File: src/rtl/uart_tx_arbiter.sv
`default_nettype none
// ============================================================================
// Module   : uart_tx_arbiter
// Purpose  : Shares one UART transmitter among 2**ID_W byte requesters using a
//            rotating (round-robin) pointer. It drives the uart data /
//            dataReady / busy handshake for the granted requester. A byte is
//            abandoned if uart_busy never rises within BUSY_TIMEOUT cycles.
// Ports    : clk_50          - system clock (50 MHz)
//            reset_n         - asynchronous active-low reset
//            req_valid       - per-requester byte pending flag
//            req_data        - requester i byte at [8*i+7:8*i]
//            req_ack         - one-cycle pulse, requester byte captured
//            uart_data       - byte presented to the uart
//            uart_data_ready - uart dataReady
//            uart_busy       - uart busy
//            active_id       - index of the last granted requester
//            idle            - arbiter is in IDLE
//            timeout         - one-cycle pulse when a byte is abandoned
// Revision : 1.0 - initial release
// ============================================================================
module uart_tx_arbiter #(
    parameter int ID_W         = 2,
    parameter int BUSY_TIMEOUT = 1023
) (
    input  logic                       clk_50,
    input  logic                       reset_n,
    input  logic [(1<<ID_W)-1:0]       req_valid,
    input  logic [8*(1<<ID_W)-1:0]     req_data,
    output logic [(1<<ID_W)-1:0]       req_ack,
    output logic [7:0]                 uart_data,
    output logic                       uart_data_ready,
    input  logic                       uart_busy,
    output logic [ID_W-1:0]            active_id,
    output logic                       idle,
    output logic                       timeout
);

    localparam int          c_num_req      = 1 << ID_W;
    localparam logic [15:0] c_timeout_last = 16'(BUSY_TIMEOUT - 1);

    typedef enum logic [1:0] {
        ST_IDLE          = 2'd0,
        ST_WAIT_BUSY     = 2'd1,
        ST_WAIT_NOT_BUSY = 2'd2
    } state_t;

    state_t                 r_state,     w_state_nxt;
    logic [7:0]             r_data,      w_data_nxt;
    logic                   r_ready,     w_ready_nxt;
    logic [c_num_req-1:0]   r_ack,       w_ack_nxt;
    logic [ID_W-1:0]        r_active_id, w_active_id_nxt;
    logic                   r_idle;
    logic                   r_timeout,   w_timeout_nxt;
    logic [15:0]            r_cnt,       w_cnt_nxt;

    logic                   w_found;
    logic [ID_W-1:0]        w_sel;
    logic [ID_W-1:0]        w_idx;

    // Round-robin search starting just after the last granted requester.
    // The ID_W-bit addition wraps naturally, giving the modulo NUM_REQ order;
    // the final step (k == NUM_REQ) revisits active_id itself last.
    always_comb begin
        w_found = 1'b0;
        w_sel   = r_active_id;
        w_idx   = r_active_id;
        for (int k = 1; k <= c_num_req; k++) begin
            w_idx = r_active_id + ID_W'(k);
            if (!w_found && req_valid[w_idx]) begin
                w_found = 1'b1;
                w_sel   = w_idx;
            end
        end
    end

    always_comb begin
        w_state_nxt     = r_state;
        w_data_nxt      = r_data;
        w_ready_nxt     = r_ready;
        w_ack_nxt       = '0;
        w_active_id_nxt = r_active_id;
        w_timeout_nxt   = 1'b0;
        w_cnt_nxt       = r_cnt;
        case (r_state)
            ST_IDLE: begin
                if (w_found && !uart_busy) begin
                    w_data_nxt       = req_data[8*w_sel +: 8];
                    w_ready_nxt      = 1'b1;
                    w_ack_nxt[w_sel] = 1'b1;
                    w_active_id_nxt  = w_sel;
                    w_cnt_nxt        = '0;
                    w_state_nxt      = ST_WAIT_BUSY;
                end
            end
            ST_WAIT_BUSY: begin
                if (uart_busy) begin
                    w_ready_nxt = 1'b0;
                    w_state_nxt = ST_WAIT_NOT_BUSY;
                end else if (r_cnt == c_timeout_last) begin
                    // Dead transmitter: drop the byte, keep the pointer so
                    // rotation carries on from this requester.
                    w_ready_nxt   = 1'b0;
                    w_timeout_nxt = 1'b1;
                    w_state_nxt   = ST_IDLE;
                end else if (r_cnt != 16'hFFFF) begin
                    w_cnt_nxt = r_cnt + 16'd1;
                end
            end
            ST_WAIT_NOT_BUSY: begin
                if (!uart_busy) begin
                    w_state_nxt = ST_IDLE;
                end
            end
            default: begin
                w_state_nxt = ST_IDLE;
                w_ready_nxt = 1'b0;
            end
        endcase
    end

    always_ff @(posedge clk_50 or negedge reset_n) begin
        if (!reset_n) begin
            r_state     <= ST_IDLE;
            r_data      <= '0;
            r_ready     <= 1'b0;
            r_ack       <= '0;
            r_active_id <= '1;
            r_idle      <= 1'b1;
            r_timeout   <= 1'b0;
            r_cnt       <= '0;
        end else begin
            r_state     <= w_state_nxt;
            r_data      <= w_data_nxt;
            r_ready     <= w_ready_nxt;
            r_ack       <= w_ack_nxt;
            r_active_id <= w_active_id_nxt;
            r_idle      <= (w_state_nxt == ST_IDLE);
            r_timeout   <= w_timeout_nxt;
            r_cnt       <= w_cnt_nxt;
        end
    end

    assign uart_data       = r_data;
    assign uart_data_ready = r_ready;
    assign req_ack         = r_ack;
    assign active_id       = r_active_id;
    assign idle            = r_idle;
    assign timeout         = r_timeout;

endmodule
`default_nettype wire

File: config.mk
export PLATFORM = sky130hd
export DESIGN_NAME = uart_tx_arbiter
export DESIGN_NICKNAME = d
export VERILOG_FILES = /design/src/rtl/uart_tx_arbiter.sv
export SDC_FILE = /design/constraint.sdc
export NUM_CORES = 1
export LEC_CHECK = 0
export CORE_MARGIN = 2
export CORE_UTILIZATION = 35
export DETAILED_ROUTE_END_ITERATION = 10
export PLACE_DENSITY = 0.74
export SYNTH_ARGS = -nofsm -noshare
export SYNTH_HDL_FRONTEND = slang
export SYNTH_SLANG_ARGS = --single-unit
export TNS_END_PERCENT = 10
File: constraint.sdc
create_clock -name clk_50 -period 1.9 [get_ports clk_50]
set_clock_uncertainty 0.05 [all_clocks]
set_input_delay 0.57 -clock clk_50 [delete_from_list [all_inputs] [get_ports clk_50]]
set_output_delay 0.57 -clock clk_50 [all_outputs]
set_load 0.01 [all_outputs]
======== Yosys cells after proc, flatten, opt, wreduce, memory -nomap -nowiden ========
Cells that the tools add are included.
storage, ports and cells
  bits in registers ....................... 35
  bits of input ports ..................... 39
  latch bits .............................. 0
  memory bits (read-only) ................. 0
  memories ................................ 0
  RAM bits ................................ 0
cells by class
  reduce and logical (&&, ||, !) cells .... 15
  shift operators ......................... 1
  bitwise operators ....................... 1
  multipliers ............................. 0
  divide/modulo/power cells ............... 0
  equal/unequal tests ..................... 9
  magnitude comparators ................... 6
  add/subtract/negate cells ............... 4
  multiplexer cells ....................... 37
operators with widths
  operator                 number
  $mux W16                 4
  $pmux W16 S2             1
  $shiftx A32 B6 Y8        1
  $add A16 B1 Y16 const B  1
  $eq A16 B10 Y1 const B   1
  $mux W2                  8
  $ne A16 B16 Y1 const B   1
  $lt A2 B3 Y1 const B     5
  $mux W1                  15
  $bmux W1 S2              4
  $mux W4                  2
  $ne A2 B2 Y1 const B     4
  $pmux W2 S3              1
  $logic_and A1 B1 Y1      5
  $reduce_and A5 Y1        1
  $add A2 B2 Y2 const B    2
  $logic_not A1 Y1         4
  $logic_not A2 Y1         2
  $ne A3 B3 Y1 const B     1
  $pmux W1 S3              1
  $reduce_and A3 Y1        1
  $add A2 B1 Y2 const B    1
  $demux W1 S2             1
  $eq A2 B1 Y1 const B     1
  other kinds (5)          5

======== Logic depth before layout (Yosys ltp) ========
  word-level depth ........................ 19
  mapped depth ............................ 9
  depth with buffers taken out ............ 7

======== Worst setup path before layout ========
OpenSTA, ideal clock, no wires.
  path kind ............................... in2reg
  start ................................... input uart_busy
  end ..................................... register r_cnt[13]
  data arrival time ....................... 1799 ps
  cell stages on the path ................. 5
  slack ................................... -15 ps
  path buffers ............................ 0
  cell sequence ........................... or3b_4 -> nor3_4 -> nand3_2 -> or4_1 -> nand2_1
on the way
  cells in the longest elaborated chain, start to end .. 4
  elaborated cells between the ends (all ways) .. 5
RTL lines
  element                        line  text
  start: declaration             32    input logic uart_busy,
  $logic_not A1 Y1               -
  $logic_and A1 B1 Y1            86    if (w_found && !uart_busy) begin
  $ne A2 B2 Y1 (no line)         -
  $reduce_and A5 Y1 (no line) *  -
  end signal: assignment         139   r_cnt <= w_cnt_nxt;
  end: declaration               54    logic [15:0] r_cnt, w_cnt_nxt;
Mark *: on every way between the ends. The rest lies on a longest branch, timed or not.
A chain may end at the register's enable or synchronous reset.

======== Worst setup path after layout ========
  start ................................... input req_valid[0]
  end ..................................... register r_data[7] (netlist: uart_data[7])
on the way
  cells in the longest elaborated chain, start to end .. 14
  elaborated cells between the ends (all ways) .. 25
RTL lines
  element                                                               line  text
  start: declaration                                                    27    input logic [(1<<ID_W)-1:0] req_valid,
  parallel branches: the longest is 14 deep, another holds $bmux W1 S2  -
  end signal: assignment                                                133   r_data <= w_data_nxt;
  end: declaration                                                      48    logic [7:0] r_data, w_data_nxt;
Parallel ways; which one is timed is not known. The select of a mux whose other input is x is not followed.

==> flow_summary.json <==
{
  "placed_area_um2": 2730,
  "wl_met1_um": 2170,
  "max-slew-margin-rel_pct": 72.6,
  "grt_pass1_vias": 1736,
  "start_util_pct": 36.3,
  "grt_remaining_overflow": 0,
  "via_count": 1847,
  "grt_max_degree": 36,
  "crit_buf_inv": 5,
  "period_share_pct": 98.4,
  "grt_pass1_wl_um": 8090,
  "design_area_um2": 3010,
  "p_per_area_nw_per_um2": 1130,
  "port_buffers": 55,
  "status": "completed",
  "cts_buffers": 5,
  "peakVddDrop_uv": 655,
  "clk_pin_slew_ps": 70,
  "dpl.hpwl_um": 3650,
  "period_minus_slack_ps": 1870,
  "clk_latency_ps": 290,
  "worst_slew_pin_slew_ps": 408,
  "end_kind": "flip-flop",
  "synth_async_sr_flop_share_pct": 100,
  "num-fill-cells": 433,
  "final_common_cell": "clkdlybuf4s50_1",
  "p_leak_nw": 1.33,
  "cts_buffer_depth": 2,
  "gp_congestion": 0.788,
  "antenna_cells": 0,
  "arrival_ps": 1990,
  "finalSetupViolCount": 0,
  "crit_top_cell": "o221ai_2",
  "seq_area_frac_synth_pct": 47.4,
  "final_cell_mix": "clkdlybuf4s50_1, dfrtp_1, buf_4, nand2_1, mux2i_1",
  "drtPass1Iterations": 4,
  "syn_area_per_cell_um2": 10.1,
  "clock-sinks": 35,
  "tns_ps": 0,
  "grt_usage_pct": 17.5,
  "crit_required_ps": 2020,
  "post-route-drc-count": 0,
  "wl_met3_um": 234,
  "total_power_w": 0.00340,
  "rsz0062_at_grt": "yes",
  "cp_cell_sequence": "dlygate4sd2_1 > buf_4 > inv_1 > a22oi_2 > o221ai_2 > buf_6 > clkbuf_16 > mux2i_1 > o221ai_2",
  "die-area_um2": 5900,
  "slowest_stage": "mux2i_1",
  "drt_wl_total_um": 5320,
  "dp_cells": 333,
  "drive_above_1_share_pct": 24.3,
  "drtIter0Drc": 65,
  "drv_slew": 0,
  "synthCells": 184,
  "synth_nets": 225,
  "routed.top_layer": "met4",
  "antenna_found_initial": 0,
  "ys.flop_type": "dfrtp_1",
  "ant_nets": 0,
  "die_y_um": 76.8,
  "worstPathMaxFanout": 5,
  "final_cells": 346,
  "min_path_type": "flip-flop to flip-flop",
  "syn_area_um2": 1850,
  "cpPeakStageDelay_ps": 260,
  "io_pins": 56,
  "regArea_um2": 880,
  "fmax_mhz": 535,
  "netlist-cell-type-count": 39,
  "drv_cap": 0,
  "rows": 26,
  "cp-start-kind": "input pin",
  "area_delta_synth_final_pct": 62.1,
  "synth_edf_count": 0,
  "viasPerCell": 5.34,
  "cts_tree": "yes",
  "synth-seq-cells": 35,
  "critPathKind": "input pin to flip-flop",
  "yosysWarnings": 0,
  "final_nets": 316,
  "hold_buffers": 0,
  "fin_util_pct": 58.8,
  "cts_max_level": 2,
  "die_w_um": 76.8,
  "hold_violations": 0,
  "cts_root_buf": "clkbuf_8",
  "multi_input_area_um2": 1010,
  "wl_met2_um": 2740,
  "wl_per_cell_um": 15.4,
  "crit_family": "buffers and inverters",
  "core_um2": 5110
}
-- where the power goes --
group	leakage, nW	total (W)	internal (W)	switching [W]
Sequential	0.459	0.00110	0.000949	0.000155
Clock	0.0515	0.000589	0.000331	0.000258
Combinational	0.819	0.00171	0.000947	0.000763
-- cell usage after synthesis, drive strengths merged, types with 3 or more instances --
cell type   n  share of area, %
dfrtp      32                43
dfstp       3               4.3
o211ai      6               2.4
o21ai       8               2.2
a21oi       7               1.9
o221ai      9               4.3
nand4       7               2.4
inv         5               1.0
mux2i      17               9.2
nor3        5               2.0
buf         5               1.8
nor2        8               1.6
o31ai       5               2.0
nand3      10               3.0
and3        3               1.0
nand2      21               4.3
xor2        5               2.4
or3         5               1.7
-- cell families (layout without fill, tap and decap cells) --
logic type | Yosys count | after routing | share of synthesized area, %
adder cells (fa/ha/maj) | 2 | 2 | 1.35
XOR/XNOR | 5 | 5 | 2.36
buffers and inverters | 12 | 104 | 3.24
multiplexers | 17 | 17 | 9.18
AND/OR/NAND/NOR | 72 | 72 | 21.3
AO/OA/AOI/OAI | 41 | 41 | 15.1
flip-flops | 35 | 35 | 47.4
-- through the flow --
stage | setup WS [ps] | hold slack [ps]
finish | 31.1 | 444
global route | -34.2 | 471
CTS | -76.5 | 450
detailed placement | -453 | 431
global placement | -406 | 419
floorplan | 52.7 | 224
-- per-layer routing --
| metal | track usage [%] | vias up |
|---|---|---|
| met2 | 29.2 | 54 |
| met4 | 8.36 | 0 |
| li1 | - | 875 |
| met3 | 3.53 | 12 |
| met1 | 21.6 | 906 |
| met5 | 0 | - |
-- registers in the layout (all words and copies together) (netlist names) --
| signal | cells |
|---|---|
| r_state | 2 |
| timeout | 1 |
| req_ack | 4 |
| idle | 1 |
| r_cnt | 16 |
| active_id | 2 |
| uart_data_ready | 1 |
| uart_data | 8 |
-- tightest hold or removal path: cells and delay by family (launching register included) --
| family | cells | cell delay, ps |
|---|---|---|
| DFF | 1 | 350 |
| AOI/OAI and AO/OA | 1 | 50 |
| and+or+nand+nor | 1 | 60 |
-- layout make-up --
type	instances	area share (%)
multi-input cells	137	33.7
repair buffers	91	30.1
flip-flops and latches	35	29.3
clock buffers	8	3.33
well taps	70	2.91
inverters	5	0.624
-- final timing paths --
| path | startpoint | to | slack [ps] | cells after the start |
|---|---|---|---|---|
| worst max-delay path | req_valid[0] | uart_data[7] | 30 | 9 |
| worst min register to register | uart_data[6] | uart_data[6] | 440 | 2 |
| worst max register to register | active_id[1] | uart_data[7] | 80 | 7 |
| max in group asynchronous | reset_n | active_id[0] | 950 | 2 |
| min in group asynchronous | reset_n | r_cnt[7] | 590 | 2 |
| worst min-delay path | uart_data[6] | uart_data[6] | 440 | 2 |
-- what timing repair did --
item                                    CTS  global route
gates resized for setup                   7            24
hold endpoints to repair                  0             0
gates cloned                              0             3
endpoints found under the setup margin   27            25
pin swaps                                 4             5
setup buffers                             0             2
Note: power is estimated with default switching activity, not from simulation.
